### config.mk
export PLATFORM = sky130hd
export DESIGN_NAME = bos_spi_target_emu
export DESIGN_NICKNAME = d
export VERILOG_FILES = /design/src/rtl/bos_spi_target_emu_pkg.sv /design/src/rtl/bos_spi_target_emu_pin_sync.sv /design/src/rtl/bos_spi_target_emu.sv
export SDC_FILE = /design/constraint.sdc
export NUM_CORES = 1
export LEC_CHECK = 0
export ABC_AREA = 0
export CAP_MARGIN = 10
export CORE_MARGIN = 8
export CORE_UTILIZATION = 40
export CTS_CLUSTER_SIZE = 30
export DETAILED_ROUTE_END_ITERATION = 10
export PLACE_DENSITY = 0.66
export SYNTH_ARGS = -nofsm -noshare
export SYNTH_HDL_FRONTEND = slang
export SYNTH_SLANG_ARGS = --single-unit
### constraint.sdc
create_clock -name sys_clk -period 3.95 [get_ports sys_clk]
set_clock_uncertainty 0.1 [all_clocks]
set_input_delay 0.79 -clock sys_clk [delete_from_list [all_inputs] [get_ports sys_clk]]
set_output_delay 0.79 -clock sys_clk [all_outputs]
set_load 0.05 [all_outputs]
### src/rtl/bos_spi_target_emu_pkg.sv
// Shared frame geometry, FSM encodings and the default chip ID for the BOS SPI target emulator.
package bos_spi_target_emu_pkg;

  localparam int          FRAME_LEN   = 24;
  localparam int          SWAP_BIT    = 8;
  localparam int          ADDR_W      = 7;
  localparam logic [15:0] CHIP_ID_DEF = 16'hB05E;

  localparam logic [2:0] ST_WAIT_HI = 3'd0;
  localparam logic [2:0] ST_IDLE    = 3'd1;
  localparam logic [2:0] ST_CMD     = 3'd2;
  localparam logic [2:0] ST_WR      = 3'd3;
  localparam logic [2:0] ST_RD      = 3'd4;
  localparam logic [2:0] ST_DONE    = 3'd5;

endpackage

### src/rtl/bos_spi_target_emu_pin_sync.sv
// Two-flop synchronizer for one asynchronous SPI pin, plus a history flop for edge detection.
module spi_pin_sync (
  input  logic clk,
  input  logic n_rst,
  input  logic pin,
  output logic sync,
  output logic rise,
  output logic fall
);

  logic meta;
  logic hist;

  // Flops clear to 0 so a reset taken with cs_n low cannot fake an idle select.
  always_ff @(posedge clk) begin
    if (!n_rst) begin
      meta <= 1'b0;
      sync <= 1'b0;
      hist <= 1'b0;
    end else begin
      meta <= pin;
      sync <= meta;
      hist <= sync;
    end
  end

  assign rise = ~hist & sync;
  assign fall = hist & ~sync;

endmodule

### src/rtl/bos_spi_target_emu.sv
// SPI target emulating the BOS control register file: 24-bit frames, CPOL=1/CPHA=0, sdio turnaround
// after the 8-bit command. All pins are oversampled on sys_clk.
module bos_spi_target_emu
  import bos_spi_target_emu_pkg::*;
#(
  parameter int          N_REGS  = 8,
  parameter logic [15:0] CHIP_ID = CHIP_ID_DEF,
  parameter logic [15:0] RST_VAL = 16'h0000
) (
  input  logic                  sys_clk,
  input  logic                  n_rst,
  input  logic                  cs_n,
  input  logic                  sclk,
  input  logic                  sdio_i,
  output logic                  sdio_o,
  output logic                  sdio_oe,
  input  logic [15:0]           status_in,
  output logic [16*N_REGS-1:0]  reg_bus,
  output logic                  wr_stb,
  output logic [ADDR_W-1:0]     wr_addr,
  output logic [7:0]            abort_cnt
);

  localparam int IW = (N_REGS > 1) ? $clog2(N_REGS) : 1;

  logic cs_s, cs_rise, cs_fall;
  logic sclk_s, sclk_rise, sclk_fall;
  logic sdio_s, sdio_rise, sdio_fall;
  logic unused_sync;

  spi_pin_sync u_sync_cs   (.clk(sys_clk), .n_rst(n_rst), .pin(cs_n),
                            .sync(cs_s), .rise(cs_rise), .fall(cs_fall));
  spi_pin_sync u_sync_sclk (.clk(sys_clk), .n_rst(n_rst), .pin(sclk),
                            .sync(sclk_s), .rise(sclk_rise), .fall(sclk_fall));
  spi_pin_sync u_sync_sdio (.clk(sys_clk), .n_rst(n_rst), .pin(sdio_i),
                            .sync(sdio_s), .rise(sdio_rise), .fall(sdio_fall));

  assign unused_sync = ^{sclk_s, sdio_rise, sdio_fall, cs_rise};

  logic [2:0]        state;
  logic [4:0]        bcnt;
  logic [15:0]       sr;
  logic [15:0]       sr_nxt;
  logic [ADDR_W-1:0] addr;
  logic [ADDR_W-1:0] addr_nxt;
  logic [15:0]       shadow;
  logic [4:0]        out_cnt;
  logic              commit;
  logic              addr_ok;
  logic [15:0]       rd_val;
  logic [15:0]       regs [N_REGS];

  assign sr_nxt   = {sr[14:0], sdio_s};
  assign addr_nxt = sr_nxt[ADDR_W-1:0];
  assign addr_ok  = (int'(addr) >= 2) && (int'(addr) < N_REGS);

  // Value for the read shadow, decoded from the address as it completes on the 8th fall.
  always_comb begin
    rd_val = 16'h0000;
    if (addr_nxt == 7'd0)
      rd_val = CHIP_ID;
    else if (addr_nxt == 7'd1)
      rd_val = status_in;
    else if (int'(addr_nxt) < N_REGS)
      rd_val = regs[addr_nxt[IW-1:0]];
  end

  // cs_n high is checked before any sclk edge so a simultaneous edge always ends or aborts the frame.
  always_ff @(posedge sys_clk) begin
    if (!n_rst) begin
      state     <= ST_WAIT_HI;
      bcnt      <= 5'd0;
      sr        <= 16'h0000;
      addr      <= '0;
      shadow    <= 16'h0000;
      out_cnt   <= 5'd0;
      commit    <= 1'b0;
      sdio_o    <= 1'b0;
      sdio_oe   <= 1'b0;
      wr_stb    <= 1'b0;
      wr_addr   <= '0;
      abort_cnt <= 8'h00;
      for (int k = 0; k < N_REGS; k++)
        regs[k] <= (k < 2) ? 16'h0000 : RST_VAL;
    end else begin
      wr_stb <= 1'b0;
      commit <= 1'b0;
      if (commit && addr_ok) begin
        regs[addr[IW-1:0]] <= sr;
        wr_stb             <= 1'b1;
        wr_addr            <= addr;
      end
      if (cs_s) begin
        sdio_oe <= 1'b0;
        bcnt    <= 5'd0;
        out_cnt <= 5'd0;
      end
      case (state)
        ST_WAIT_HI: if (cs_s) state <= ST_IDLE;
        ST_IDLE:    if (cs_fall) state <= ST_CMD;
        ST_CMD, ST_WR, ST_RD: begin
          if (cs_s) begin
            state <= ST_IDLE;
            if (abort_cnt != 8'hFF) abort_cnt <= abort_cnt + 8'd1;
          end else if (sclk_fall) begin
            bcnt <= bcnt + 5'd1;
            if (state != ST_RD) sr <= sr_nxt;
            if (state == ST_CMD && bcnt == 5'(SWAP_BIT - 1)) begin
              addr   <= addr_nxt;
              shadow <= rd_val;
              state  <= sr_nxt[ADDR_W] ? ST_RD : ST_WR;
            end else if (bcnt == 5'(FRAME_LEN - 1)) begin
              state  <= ST_DONE;
              commit <= (state == ST_WR);
            end
          end else if (sclk_rise && state == ST_RD && out_cnt < 5'd16) begin
            sdio_oe <= 1'b1;
            sdio_o  <= shadow[15];
            shadow  <= {shadow[14:0], 1'b0};
            out_cnt <= out_cnt + 5'd1;
          end
        end
        ST_DONE:    if (cs_s) state <= ST_IDLE;
        default:    state <= ST_WAIT_HI;
      endcase
    end
  end

  for (genvar k = 0; k < N_REGS; k++) begin : g_bus
    assign reg_bus[16*k +: 16] = regs[k];
  end

endmodule

=== Word level (Yosys, flattened, before mapping) ===
Memories as Yosys holds them, arrays and structs flattened.
Index checks and enable logic that the tools add are counted.

* Flip-flop bits (word level): 79
* RAM bits: 128
* Output and inout bits: 146
* Logic and storage cells: 106
* Memories kept: 1

* Add/sub/neg operators: 3
* $lt $le $gt $ge: 4
* Equal/unequal tests: 15
* Muxes and demuxes: 35
* Bitwise gates (word level): 10
* Reduce and logical (&&, ||, !) cells: 18

{| class="wikitable"
|+ Memories
! memory !! depth !! width !! rd ports !! clocked after Yosys merged registers in !! wr ports !! line !! source
|-
| regs || 8 || 16 || 9 || 0 || 8 || bos_spi_target_emu.sv:51 || <nowiki>logic [15:0] regs [N_REGS];</nowiki>
|}

{| class="wikitable"
|+ Operators with widths
! operator !! number
|-
| $mux W16 || 7
|-
| $mux W5 || 9
|-
| $mux W3 || 8
|-
| $reduce_and A4 Y1 || 5
|-
| $reduce_or A16 Y1 || 1
|-
| $lt A7 B4 Y1 const B || 2
|-
| $add A5 B1 Y5 const B || 2
|-
| $mux W1 || 10
|-
| $pmux W3 S3 || 1
|-
| $add A8 B1 Y8 const B || 1
|-
| $ne A8 B8 Y1 const B || 1
|-
| $eq A7 B1 Y1 const B || 1
|-
| $ge A7 B2 Y1 const B || 1
|-
| $logic_not A7 Y1 || 1
|-
| $not A1 Y1 || 7
|-
| $eq A3 B2 Y1 const B || 2
|-
| $eq A3 B3 Y1 const B || 2
|-
| $reduce_or A6 Y1 || 1
|-
| $eq A5 B3 Y1 const B || 1
|-
| $eq A5 B5 Y1 const B || 1
|-
| $logic_and A1 B1 Y1 || 5
|-
| $lt A5 B5 Y1 const B || 1
|-
| $ne A2 B1 Y1 const B || 2
|-
| $ne A4 B3 Y1 const B || 1
|-
| 10 further kinds || 12
|}

=== Logic depth before layout (Yosys ltp) ===
Gate-level depths: netlist of the first run.

* Depth in word-level cells: 8
* Depth in mapped cells: 7
* Depth with buffers taken out: 5

=== Modules after synthesis ===
Synthesis of the first run repeated with hierarchy kept, for this count alone.

* Cell total of the unflattened synthesis: 769
* Area total of the unflattened synthesis: 9,081.2 um^2

{| class="wikitable"
|+ By module, submodules not included
! module !! instances !! cells an instance !! area an instance (um^2)
|-
| bos_spi_target_emu || 1 || 745 || 8,807.2
|-
| spi_pin_sync || 3 || 8 || 91.3
|}

=== Worst setup path after synthesis of the first run ===
Ideal clock, no wire load.

* Path type: input -> register
* Start: input n_rst
* End: memory regs[7][0] (enable)
* Library setup time: 411 ps
* Arrival time: 2,185 ps
* Data required time: 3,439 ps
* Slack: 1,253 ps
* Cell stages on the path: 2
* Buffers on the path: 0
* Cells stage by stage: nand2_1 o21ai_0

{| class="wikitable"
|+ RTL lines
! what !! line !! source
|-
| start: declaration || bos_spi_target_emu.sv:11 || <nowiki>input logic n_rst,</nowiki>
|-
| end: declaration || bos_spi_target_emu.sv:51 ||
|}

=== Worst setup path in the final report of the first run ===
* Start: register abort_cnt[3]
* End: output abort_cnt[3]

{| class="wikitable"
|+ RTL lines
! what !! line !! source
|-
| start: declaration || bos_spi_target_emu.sv:21 || <nowiki>output logic [7:0] abort_cnt</nowiki>
|-
| start signal: assignment || bos_spi_target_emu.sv:104 || <nowiki>if (abort_cnt != 8'hFF) abort_cnt <= abort_cnt + 8'd1;</nowiki>
|}

No word-level cell between the ends.

==> results of run 1 <==
-- cells by family (layout without fill, tap and decap cells) --
group	count (synthesis)	in the layout	share of synthesized area, %
adder cells (fa/ha/maj)	3	3	0.4097
AND/OR/NAND/NOR	303	303	18.97
other	1	32	0.04093
XOR/XNOR	6	6	0.5735
buffers and inverters	52	233	3.673
AO/OA/AOI/OAI	110	110	8.030
multiplexers	46	46	9.095
flip-flops	207	207	59.21
-- cell usage after synthesis (5+ instances only) --
library cell and n:
a211oi_1 5, a21oi_1 44, a221o_1 7, a221oi_1 8, a32oi_1 6, and2_1 100
and2_2 6, and3_1 6, buf_2 5, clkbuf_1 24, clkbuf_8 9, dfxtp_1 79
edfxtp_1 128, inv_1 5, mux2_2 16, mux2i_1 6, mux4_1 14, mux4_2 10
nand2_1 69, nand2b_1 18, nand3_1 13, nor2_1 27, nor2b_1 12, nor3_1 20
o21ai_0 15, o31ai_1 10
-- where the power goes --
group / switching, mW / internal, mW
Clock: 0.839 / 1.35
Sequential: 0.0469 / 2.36
Combinational: 0.335 / 0.163
-- layer usage --
| layer | global-route usage (%) | vias up | share of wire [%] |
|---|---|---|---|
| met5 | 0 | - | 0 |
| met4 | 4.115 | 0 | 1.5 |
| met3 | 4.491 | 28 | 7.6 |
| met2 | 30.37 | 225 | 48 |
| met1 | 23.66 | 3188 | 43 |
| li1 | - | 3040 | - |
-- registers in the layout, summed over array words and instances, names as in the netlist, 3 cells and up --
| register | cells |
|---|---|
| state | 3 |
| bcnt | 5 |
| regs | 128 |
| addr | 7 |
| shadow | 16 |
| abort_cnt | 8 |
| out_cnt | 5 |
| wr_addr | 7 |
| sr | 16 |
-- area by class of cell --
class                      instances  share of cell area [%]
sequential                       207                   45.54
multi-input combinational        500                   29.57
timing repair buffer             187                   15.26
clock buffer                      34                   5.501
tap                              285                   2.992
clock inverter                     7                  0.9763
inverter                           5                  0.1575
-- worst paths after layout --
| check | start | end | slack [ns] | depth (start not counted) |
|---|---|---|---|---|
| worst max-delay path | abort_cnt[3] | abort_cnt[3] | 1.24 | 1 |
| worst min register to register | u_sync_sdio.meta | u_sync_sdio.sync | 0.33 | 1 |
| worst max register to register | addr[4] | regs[2][3] | 1.46 | 5 |
| worst min-delay path | u_sync_sdio.meta | u_sync_sdio.sync | 0.33 | 1 |
-- through the flow --
stage | utilization (%) | setup slack [ns] | std cells | hold WS, ns
3_5_place_dp | 49.38 | 0.7534 | 1184 | 0.3177
3_3_place_gp | 49.38 | 0.7565 | 1184 | 0.3184
6_report | 52.80 | 1.244 | 1225 | 0.3303
5_1_grt | 52.80 | 1.183 | 1225 | 0.3434
4_1_cts | 52.80 | 1.225 | 1225 | 0.3318
2_1_floorplan | - | 1.253 | 759 | 0.3119
==> impl_results.md, run 1 <==
* Drt wl/cell at 21.36 um
* FMAX at 0.3696 GHz
* Area of the multi-input gates at 3525 um^2
* Storage element area at 5428 um^2
* Die width at 167.4 um
* Commonest non-fill, non-tap cell in the layout: clkdlybuf4s50_1
* Initial antenna violation count at 0
* Number of synthesized flops with an enable pin at 128
* Sequential element share of the synthesized area at 59.21%
* Synth async-reset ratio at 0%
* TritonCTS clock tree: yes
* Crit-path max FO at 8
* Area after DPL at 11150 um^2
* Most frequent cells in the layout: 166 x clkdlybuf4s50_1, 128 x edfxtp_1, 100 x and2_1
* Worst-margin pin slew at 0.9024 ns
* Root buf cell: clkbuf_16
* Vias in the first global route at 6462
* Via/cell ratio at 5.291
* Starting DRC count in detailed routing at 491
* Synthesized area at 9163 um^2
* Core Area at 22570 um^2
* Rows at 55
* Gr usage total at 18.24%
* Clock transition at path regs at 0.06 ns
* Area growth from synthesis to layout at 30.08%
* Htree depth at 1
* Cts hold-fix bufs at 0
* Total CTS buffers at 23
* Synth unique cells at 61
* Max Transition Viols Final at 0
* Share of the synthesized area in the top cell type at 41.95%
* Top FF cell, synth: edfxtp_1
* Post-route antenna net violation count at 0
* Slew HR at 39.76%
* Port bufs at 166
* Max Cap Viol at 0
* CTS resizes at 0
* Final min period at 2.706 ns
* CTS Sinks at 207
* Critical path buffers and inverters at 1
* Setup Buffers After CTS at 0
* # nets final at 948
* Initial Util at 40.59%
* CP arrival at 1.82 ns
* Yosys warnings at 0
* Synth area leader: edfxtp_1
* Worst EP required at 3.06 ns
* FILL cells at 1964
* Vias at 6481
* Worst hold path class: reg2reg
* Yosys reg bits at 207
* DIE HEIGHT at 167.4 um
* Worst-skew pair later-pin latency at 0.52 ns
* Status: completed
* Worst setup SP type: flop
* PnR Total Power at 5.089 mW
* Family with the most delay on the worst path: buffers and inverters
* First-pass detailed-route iteration total at 5
* RSZ-0062 raised after global routing: false
* Share of cells above drive strength 1 at 11.49%
* Fin. Hold Viols at 0
* Worst path slowest cell: clkdlybuf4s50_1
* PwrDens at 427.0 nW/um^2
* Global-route wire length before repair at 40.01 mm
* Die footprint at 28010 um^2
* DRC violations left at 0
* Largest net degree at the start of global routing at 50
* I/O pins at 167
* Critical path cell sequence: clkdlybuf4s50_1
* Worst Setup Path Type: reg2out
* Synthesized instance count at 728
* Routed wire length at 26.16 mm
* Leak pwr at 4.207 nW
* CP max stage delay at 0.87 ns
* Final period util at 68.50%
* Top cells by area, synth: edfxtp_1 42%, dfxtp_1 17%, and2_1 6.8%
* GPL Wtd Cong at 0.8019
* Mean Syn Cell Area at 12.59 um^2
* Remaining global-route overflow at 0
* Dpl hpwl at 18.22 mm
* Final setup TNS at 0 ns
* Max IR drop VDD at 0.4171 mV
* Ant. Diodes at 0
* Final setup vio count at 0
* Final instance area at 11920 um^2
* Clock Path Buffers at 3
* Endpoint type of the worst setup path: output pin
Power figures use the tool's default switching activity.
==> inputs of run 2 (changes only) <==
==> constraint.sdc (replaced) <==
create_clock -name sys_clk -period 2.7 [get_ports sys_clk]
set_clock_uncertainty 0.1 [all_clocks]
set_input_delay 0.54 -clock sys_clk [delete_from_list [all_inputs] [get_ports sys_clk]]
set_output_delay 0.54 -clock sys_clk [all_outputs]
set_load 0.05 [all_outputs]
==> impl_results.md, run 2 (same netlist as run 1, synthesis figures left out) <==
* Status: completed
* PnR Total Power at 7.356 mW
* Global-route wire length before repair at 39.56 mm
* CTS resizes at 0
* Commonest non-fill, non-tap cell in the layout: clkdlybuf4s50_1
* Worst hold path class: reg2reg
* Drt wl/cell at 20.76 um
* # nets final at 964
* Cts hold-fix bufs at 0
* CP max stage delay at 0.85 ns
* Top flop regs: regs (128), shadow (16), sr (16)
* Placed insts at 1200
* CTS Sinks at 207
* DRC violations left at 0
* Ant. Diodes at 0
* Final period util at 90.51%
* Initial Util at 40.59%
* Port bufs at 166
* I/O pins at 167
* Fin Hold WS at 0.3348 ns
* Worst-skew pair later-pin latency at 0.52 ns
* TritonCTS clock tree: yes
* Final instance area at 12040 um^2
* Starting DRC count in detailed routing at 492
* Biggest register: regs
* Critical path buffers and inverters at 1
* Crit-path max FO at 8
* Endpoint type of the worst setup path: output pin
* Gr usage total at 17.90%
* Core Area at 22570 um^2
* Final min period at 2.444 ns
* CP arrival at 1.80 ns
* Max Transition Viols Final at 0
* GPL Wtd Cong at 0.8410
* First-pass detailed-route iteration total at 5
* PwrDens at 610.8 nW/um^2
* Post-route antenna net violation count at 0
* Die width at 167.4 um
* Worst-margin pin slew at 1.033 ns
* Total CTS buffers at 23
* Clock transition at path regs at 0.06 ns
* Largest net degree at the start of global routing at 44
* Die footprint at 28010 um^2
* Final cell count without fillers at 1242
* Critical path cell sequence: clkdlybuf4s50_1
* Slew HR at 31.15%
* Worst setup SP type: flop
* Max Cap Viol at 0
* Area growth from synthesis to layout at 31.44%
* Routed wire length at 25.78 mm
* Worst EP required at 2.06 ns
* Vias in the first global route at 6640
* Most frequent cells in the layout: 166 x clkdlybuf4s50_1, 128 x edfxtp_1, 100 x and2_1
* Dpl hpwl at 18.37 mm
* DIE HEIGHT at 167.4 um
* Area after DPL at 11290 um^2
* Leak pwr at 4.280 nW
* Fin. Hold Viols at 0
* Share of cells above drive strength 1 at 13.27%
* Remaining global-route overflow at 0
* Initial antenna violation count at 0
* Family with the most delay on the worst path: buffers and inverters
* Worst path slowest cell: clkdlybuf4s50_1
* Htree depth at 1
* RSZ-0062 raised after global routing: false
* Final setup TNS at 0 ns
* Final setup vio count at 0
* Via/cell ratio at 5.315
* Root buf cell: clkbuf_16
* Setup Buffers After CTS at 0
* Clock Path Buffers at 3
* Worst Setup Path Type: reg2out
* Max reg flops at 128
* Rows at 55
* Max IR drop VDD at 0.6002 mV
* FMAX at 0.4092 GHz
* Vias at 6601
run 2: cell type report:
class | count | area [um^2]
clock buffer | 27 | 600.6
multi-input combinational | 500 | 3525
fill | 1938 | 10530
sequential | 207 | 5428
tap | 285 | 356.6
inverter | 5 | 18.77
clock inverter | 15 | 150.1
timing repair buffer | 203 | 1964
run 2: path summary, 6_finish.rpt:
check	start	end	slack, ns	cells after the start
worst max-delay path	abort_cnt[3]	abort_cnt[3]	0.26	1
worst min-delay path	u_sync_sclk.meta	u_sync_sclk.sync	0.33	1
worst max register to register	addr[4]	regs[3][8]	0.36	3
worst min register to register	u_sync_sclk.meta	u_sync_sclk.sync	0.33	1
run 2: metrics by stage:
stage          setup slack (ns)  util (%)
2_1_floorplan            0.1304         -
3_3_place_gp             0.3130     50.03
3_5_place_dp             0.2582     50.03
4_1_cts                  0.2391     53.35
5_1_grt                  0.1666     53.35
6_report                 0.2562     53.35
run 2: metal layers:
layer	up-vias	GRT usage (%)	share of wire, %
li1	3068	-	-
met1	3203	23.41	42
met2	285	29.45	47
met3	45	4.256	8.1
met4	0	4.581	2.0
met5	-	0	0
run 2: report_power, final:
group | switching, mW | internal, mW
clock | 1.30 | 1.80
combinational | 0.495 | 0.249
sequential | 0.0633 | 3.45
==> inputs of run 3 (changes only) <==
--- a/config.mk
+++ b/config.mk
@@ -9,6 +9,7 @@
 export CAP_MARGIN = 10
 export CORE_MARGIN = 8
 export CORE_UTILIZATION = 40
+export CTS_CLUSTER_DIAMETER = 150
 export CTS_CLUSTER_SIZE = 30
 export DETAILED_ROUTE_END_ITERATION = 10
 export PLACE_DENSITY = 0.66
==> impl_results.md, run 3 (same netlist as run 1, synthesis figures left out) <==
* CTS Sinks at 207
* Port bufs at 166
* Final setup vio count at 0
* Die footprint at 28010 um^2
* Clock transition at path regs at 0.11 ns
* Final period util at 89.76%
* R2R setup slack at 0.37 ns
* Core Area at 22570 um^2
* Root buf cell: clkbuf_16
* Via/cell ratio at 5.326
* Biggest register: regs
* Starting DRC count in detailed routing at 483
* Remaining global-route overflow at 0
* Global-route wire length before repair at 38.80 mm
* Reg2Reg Depth at 3
* Critical path buffers and inverters at 1
* Worst-margin pin slew at 1.000 ns
* Slew HR at 33.30%
* Critical path cell sequence: clkdlybuf4s50_1
* Worst path slowest cell: clkdlybuf4s50_1
* Area growth from synthesis to layout at 26.46%
* Worst Setup EP: abort_cnt[3]
* Commonest non-fill, non-tap cell in the layout: clkdlybuf4s50_1
* Gr usage total at 17.56%
* Vias in the first global route at 6472
* First-pass detailed-route iteration total at 7
* GPL Wtd Cong at 0.8410
* Clock Path Buffers at 3
* Critical path depth in cells at 1
* CTS resizes at 0
* Initial Util at 40.59%
* Htree depth at 1
* CP arrival at 1.78 ns
* Share of cells above drive strength 1 at 10.96%
* Largest net degree at the start of global routing at 44
* Setup Buffers After CTS at 0
* Final setup TNS at 0 ns
* Fin. Hold Viols at 0
* Post-route antenna net violation count at 0
* Worst setup SP type: flop
* CP max stage delay at 0.85 ns
* Leak pwr at 4.068 nW
* I/O pins at 167
* Family with the most delay on the worst path: buffers and inverters
* M2 GR Usage at 29.43%
* Status: completed
* FILL cells at 1977
* Total CTS buffers at 10
* Reg2reg end: regs[3][13]
* Gr busiest metal: met2
* Worst hold path class: reg2reg
* Final min period at 2.423 ns
* Crit-path max FO at 8
* Global Route met3 Usage at 3.856%
* Dpl hpwl at 18.37 mm
* Max IR drop VDD at 0.3402 mV
* RSZ-0062 raised after global routing: false
* PwrDens at 516.0 nW/um^2
* Routed wire length at 25.35 mm
* Rows at 55
* Most frequent cells in the layout: 166 x clkdlybuf4s50_1, 128 x edfxtp_1, 100 x and2_1
* Worst-skew pair later-pin latency at 0.47 ns
* CP Launch Point: abort_cnt[3]
* # nets final at 951
* Top flop regs: regs (128), shadow (16), sr (16)
* FMAX at 0.4126 GHz
* Final core occ at 51.34%
* DRC violations left at 0
* Met1 Use GR at 23.40%
* Vias at 6476
* Initial antenna violation count at 0
* Cts hold-fix bufs at 0
* Reg2reg start: addr[4]
* Max Transition Viols Final at 0
* DIE HEIGHT at 167.4 um
* Max reg flops at 128
* Ant. Diodes at 0
* TritonCTS clock tree: yes
* Endpoint type of the worst setup path: output pin
* Drt wl/cell at 20.84 um
* Max Cap Viol at 0
* Worst Setup Path Type: reg2out
* Worst EP required at 2.06 ns
* Die width at 167.4 um
* Worst hold start: u_sync_sclk.meta
[run 3: cell count changes in the layout (fill, tap and decap cells not counted), sizes merged]
cell / change
bufinv: -2
inv: -1
clkinv: -6
clkbuf: -12
clkinvlp: -5
[run 3: per-stage QoR]
stage	setup slack, ns	cells	cell area (um^2)	power [mW]	hold WS (ns)
CTS	0.2694	1216	11590	6.041	0.3506
finish	0.2765	1216	11590	5.980	0.3498
floorplan	0.1304	759	9279	4.022	0.3119
detailed placement	0.2582	1200	11290	4.324	0.3223
global placement	0.3130	1200	11290	4.329	0.3192
global route	0.1672	1216	11590	6.160	0.3771
[run 3: layout make-up]
class | count | area (um^2) | share of cell area [%]
inverter | 5 | 18.77 | 0.1620
clock buffer | 15 | 290.3 | 2.505
timing repair buffer | 203 | 1964 | 16.95
sequential | 207 | 5428 | 46.84
clock inverter | 1 | 5.005 | 0.04319
tap | 285 | 356.6 | 3.077
multi-input combinational | 500 | 3525 | 30.42
[run 3: worst min-delay path by stage]
stage / slack, ns / end / cells after the start
after floorplan: 0.31 / u_sync_cs.sync / 1
after detailed placement: 0.32 / u_sync_sclk.sync / 1
after global placement: 0.32 / u_sync_sclk.sync / 1
final: 0.35 / u_sync_sclk.sync / 1
after CTS: 0.35 / u_sync_sclk.sync / 1
after global routing: 0.38 / u_sync_sclk.sync / 1
[run 3: power breakdown]
part           internal, mW  total, mW  switching, mW
sequential             3.45       3.51         0.0635
combinational         0.249      0.744          0.496
clock                 0.761       1.73          0.965
total                  4.46       5.98           1.52
[run 3: layer usage]
metal / up-vias / part of all wire [%]
met3: 23 / 7.7
li1: 3034 / -
met5: - / 0
met4: 0 / 0.99
met2: 247 / 48
met1: 3172 / 43
[run 3: worst register-to-register path: cells and delay by family (launching register included)]
kind,cells,cell delay (ns)
compound gates,1,0.85
flops,1,0.36
simple gates,2,0.64
